<file path="config.mk">
export PLATFORM = sky130hd
export DESIGN_NAME = button_debouncer
export DESIGN_NICKNAME = d
export VERILOG_FILES = /design/src/rtl/button_debouncer.sv
export SDC_FILE = /design/constraint.sdc
export NUM_CORES = 1
export LEC_CHECK = 0
export BUFFER_PORTS_ARGS = -buffer_cell sky130_fd_sc_hd__buf_2
export CORE_MARGIN = 3
export CORE_UTILIZATION = 30
export DETAILED_ROUTE_END_ITERATION = 8
export HOLD_SLACK_MARGIN = 0.12
export SLEW_MARGIN = 20
export SYNTH_ARGS = -nofsm -noshare
export SYNTH_HDL_FRONTEND = slang
export SYNTH_SLANG_ARGS = --single-unit
</file>
<file path="constraint.sdc">
create_clock -name CLK -period 2.42 [get_ports CLK]
set_input_delay 0.605 -clock CLK [delete_from_list [all_inputs] [get_ports CLK]]
set_output_delay 0.605 -clock CLK [all_outputs]
set_load 0.01 [all_outputs]
</file>
<file path="src/rtl/button_debouncer.sv">
// Pushbutton conditioner: synchroniser, debounce FSM, press/release strobes and a wrapping press counter.
// Optional long-press strobe is built only when BUTTON_DEBOUNCER_LONG_EN is defined.
module button_debouncer #(
   parameter int unsigned CLK_HZ      = 12000000,
   parameter int unsigned DEBOUNCE_MS = 20,
   parameter int unsigned LONG_MS     = 1000,
   parameter bit          ACTIVE_LOW  = 1'b0
) (
   input  logic       CLK,
   input  logic       RST,
   input  logic       BTN,
   output logic       PRESSED,
   output logic       PRESS,
   output logic       RELEASE,
   output logic       LONG,
   output logic [7:0] COUNT
);

   localparam int unsigned DB_CYCLES   = CLK_HZ / 1000 * DEBOUNCE_MS;
   localparam int unsigned LONG_CYCLES = CLK_HZ / 1000 * LONG_MS;
   localparam int unsigned DB_W        = $clog2(DB_CYCLES) + 1;
   localparam logic [DB_W-1:0] DB_LAST = DB_W'(DB_CYCLES - 1);

   if (DB_CYCLES == 0) begin : g_bad_debounce
      $error("button_debouncer: DEBOUNCE_MS too short for CLK_HZ, DB_CYCLES must be >= 1");
   end
   if (LONG_CYCLES > 32'h7FFF_FFFF) begin : g_bad_long
      $error("button_debouncer: LONG_MS too large for CLK_HZ");
   end

   typedef enum logic [1:0] {
      IDLE   = 2'd0,
      ARM_DN = 2'd1,
      DOWN   = 2'd2,
      ARM_UP = 2'd3
   } state_t;

   state_t          state, state_nxt;
   logic [DB_W-1:0] dc, dc_nxt;
   logic            act;
   logic            sync_q1;
   logic            s;
   logic            pressed_c, press_c, release_c;

   // Polarity is folded in ahead of the synchroniser so everything downstream is active-high.
   assign act = BTN ^ ACTIVE_LOW;

   always_ff @(posedge CLK) begin
      if (RST) begin
         sync_q1 <= 1'b0;
         s       <= 1'b0;
      end else begin
         sync_q1 <= act;
         s       <= sync_q1;
      end
   end

   always_ff @(posedge CLK) begin
      if (RST) begin
         state <= IDLE;
         dc    <= '0;
      end else begin
         state <= state_nxt;
         dc    <= dc_nxt;
      end
   end

   // Debounce counter only advances while arming and is wiped on every state change.
   always_comb begin
      state_nxt = state;
      dc_nxt    = dc;
      case (state)
         IDLE: begin
            if (s) state_nxt = ARM_DN;
         end
         ARM_DN: begin
            if (!s)                state_nxt = IDLE;
            else if (dc == DB_LAST) state_nxt = DOWN;
            else                    dc_nxt    = dc + DB_W'(1);
         end
         DOWN: begin
            if (!s) state_nxt = ARM_UP;
         end
         ARM_UP: begin
            if (s)                  state_nxt = DOWN;
            else if (dc == DB_LAST) state_nxt = IDLE;
            else                    dc_nxt    = dc + DB_W'(1);
         end
         default: state_nxt = IDLE;
      endcase
      if (state_nxt != state) dc_nxt = '0;
   end

   // Output decode uses the next state so the registered outputs line up with the state register.
   always_comb begin
      pressed_c = 1'b0;
      press_c   = 1'b0;
      release_c = 1'b0;
      if (state_nxt == DOWN || state_nxt == ARM_UP) pressed_c = 1'b1;
      if (state == ARM_DN && state_nxt == DOWN)     press_c   = 1'b1;
      if (state == ARM_UP && state_nxt == IDLE)     release_c = 1'b1;
   end

   always_ff @(posedge CLK) begin
      if (RST) begin
         PRESSED <= 1'b0;
         PRESS   <= 1'b0;
         RELEASE <= 1'b0;
         COUNT   <= 8'd0;
      end else begin
         PRESSED <= pressed_c;
         PRESS   <= press_c;
         RELEASE <= release_c;
         COUNT   <= COUNT + 8'(PRESS);
      end
   end

`ifdef BUTTON_DEBOUNCER_LONG_EN
   localparam int unsigned HC_W = $clog2(LONG_CYCLES) + 1;
   localparam logic [HC_W-1:0] HC_MAX  = HC_W'(LONG_CYCLES);
   localparam logic [HC_W-1:0] HC_FIRE = HC_W'(LONG_CYCLES - 1);

   logic [HC_W-1:0] hc;
   logic            held;
   logic            long_c;

   assign held = (state == DOWN) || (state == ARM_UP);

   // Hold counter restarts only on a fresh press, so a bounce while held cannot re-arm LONG.
   always_ff @(posedge CLK) begin
      if (RST) begin
         hc <= '0;
      end else if (press_c) begin
         hc <= '0;
      end else if (held && hc != HC_MAX) begin
         hc <= hc + HC_W'(1);
      end
   end

   always_comb begin
      long_c = 1'b0;
      if (LONG_CYCLES != 0 && held && hc == HC_FIRE && state_nxt != IDLE) long_c = 1'b1;
   end

   always_ff @(posedge CLK) begin
      if (RST) LONG <= 1'b0;
      else     LONG <= long_c;
   end
`else
   assign LONG = 1'b0;
`endif

endmodule

</file>
==> out/metrics.yaml <==
run_status:
  status: "finished, final reports clean"
clock_tree:
  clk_path_buf_depth: 2
  cts_made_buffers: 5
  root_buffer: "clkbuf_8"
  cts_sinks: 34
  cts_hold_buffers: 0
  cts_setup_buffers: 0
  clock_latency_ns: 0.28
  tritoncts: "built"
  cts-resized-gates: 0
  h-tree-depth: 2
  path_clk_slew_ns: 0.07
synth:
  synth_compound_area_frac: 0.0747
  ys_types: 42
  synth_area_leaders: "dfxtp_1 (46%), xnor2_1 (7.6%), nor2_1 (5.8%), nand3_1 (3.4%), ha_1 (2.5%)"
  yosysTopAreaCellShare: 0.457
  yosys_warnings: 0
  ys_seq_area_frac: 0.457
  synthMuxAreaShare: 0.0143
  avgSynthCellArea_um2: 9.43
  synth-xor-area-share: 0.111
  synthAdderAreaFrac: 0.0252
  async_reset_ff_frac: 0
  synth_edf_count: 0
  syn_inst: 158
  yosys-top-cells-count: "dfxtp_1 (34), nor2_1 (23), xnor2_1 (13)"
  synth_nets: 164
  synthSimpleGateAreaFrac: 0.293
  synth_area_um2: 1490
  synth-seq-cells: 34
  ys.flop_type: "dfxtp_1"
  synth_top_family_by_area: "simple AND/OR/NAND/NOR gates"
  yosys.area.top_type: "dfxtp_1"
  yosysMostFrequentCell: "dfxtp_1"
drt:
  via_per_inst: 4.64
  dr.first_iter.drc_count: 65
  finalWirelength_mm: 2.63
  first_pass_iters: 6
  wl_per_cell_um: 11.0
  drtAntennaViolNets: 0
  drcViolationCount: 0
  dr_total_vias: 1110
die:
  num_io_pins: 15
  die_x_um: 76.5
  dieArea_um2: 5850
  initial_core_util: 0.313
  coreArea_um2: 4750
  rows: 25
  die_h_um: 76.5
power:
  sw_frac_of_total: 0.203
  p_sw_mw: 0.201
  combinationalPowerShare: 0.023
  p_total_mw: 0.988
  p_clk_frac: 0.406
  power_density_nw_per_um2: 583
  internal_power_mw: 0.787
  peakVddDrop_mv: 0.333
  seqPwrFrac: 0.571
  leakagePower_nw: 0.636
sta:
  finalSetupViolations: 0
  fin_setup_tns_ns: 0
  period_needed_ns: 2.00
  finClkSkew_ns: 0.00743
  maxSlewViolCount: 0
  fin_crit_sh: 0.827
  setup_ws_ns: 0.418
  fmax_mhz: 499
  timing.hold.ws_ns: 0.443
  rsz0062_at_grt: "no"
  finalHoldViolCount: 0
  slew_headroom: 0.511
  tightest_slew_ns: 0.732
worst_setup_path:
  cp.arrival_ns: 2.18
  endpoint: "dc[7]"
  crit_type: "reg -> reg"
  critPathLaunchType: "flip-flop"
  ff2ff_setup_slack_ns: 0.42
  r2r-start: "dc[0]"
  endpoint_kind: "flip-flop"
  crit_start: "dc[0]"
  cp_max_fo: 11
  ff2ff_path_depth: 6
  worstPathRequired_ns: 2.59
  reg2reg_to: "dc[7]"
finish:
  nFillCells: 527
  final_area_um2: 1700
  n_antenna_cell: 0
  final_nets: 179
  utilization: 0.357
  drive_above_1_share: 0.163
  instances_no_fill: 239
  syn2layout_area_growth_pct: 13.8
placed_design:
  place_inst: 233
  portBuffers: 13
  place_worst_setup_slack_ns: 0.403
  place_area_um2: 1610
  dp_hpwl_mm: 1.86
  place_congestion: 0.842
global_route:
  first_global_vias: 1024
  grt_usage: 0.0961
  antenna_found_initial: 0
  gr-total-overflow: 0
  grt_first_pass_wirelength_mm: 4.52
  grt_max_degree: 21
run:
  cap_violations: 0
min_path:
  hp-class: "reg -> reg"
==> metal layers <==
layer  share of wire  GRT usage  vias up
met5               0          0        -
met4           0.024     0.0543        0
met3           0.047     0.0307        7
met2            0.45      0.149       22
met1            0.47      0.116      497
li1                -          -      584
==> area by class of cell <==
cell class                 instances  area, µm²  share of cell area
multi-input combinational        117        776               0.458
sequential                        34        681               0.401
tap                               67       83.8              0.0494
clock buffer                       6       82.6              0.0487
timing repair buffer              13       65.1              0.0384
inverter                           2       7.51             0.00443
==> worst min path at each step <==
| stage | start | endpoint | slack, ns | cells after the start |
|---|---|---|---|---|
| after floorplan | sync_q1 | s | 0.41 | 1 |
| final | sync_q1 | s | 0.44 | 1 |
| after global routing | sync_q1 | s | 0.47 | 1 |
| after global placement | sync_q1 | s | 0.43 | 1 |
| after detailed placement | sync_q1 | s | 0.43 | 1 |
| after CTS | sync_q1 | s | 0.45 | 1 |
==> power groups by stage <==
stage,registers [mW],logic (mW),clock network [mW]
2_1_floorplan,0.575,0.0195,0
3_3_place_gp,0.576,0.0234,0
3_5_place_dp,0.576,0.0232,0
4_1_cts,0.564,0.0234,0.418
5_1_grt,0.563,0.0255,0.444
6_report,0.564,0.0228,0.402
==> layout by cell type, fill, tap and decap left out, types with 5 or more instances in the layout <==
cell,netlist,final
xnor2_1,13,13
dfxtp_1,34,34
nor2_1,23,23
buf_2,0,13
nand2_1,5,5
nand3_1,10,10
clkbuf_8,0,6
and3_1,5,5
==> sequential cells by signal (all words and copies together) (netlist names) <==
signal and cells:
dc 19, COUNT 8, state 2, PRESS 1, PRESSED 1, RELEASE 1, s 1, sync_q1 1
==> kinds of logic (layout without fill, tap and decap cells) <==
group	count (synthesis)	after routing
other	1	1
AO/OA/AOI/OAI	16	16
XOR/XNOR	18	18
adder cells (fa/ha/maj)	3	3
flip-flops	34	34
buffers and inverters	7	21
multiplexers	2	2
AND/OR/NAND/NOR	77	77
==> critical path: stages, from the launching register on <==
cell and delay [ns]:
dfxtp_1 0.37, ha_1 0.23, nand3_1 0.12, nor4_1 0.42, a211oi_2 0.27, and3_1 0.24, a221o_1 0.24
(Power assumes the default switching activity.)
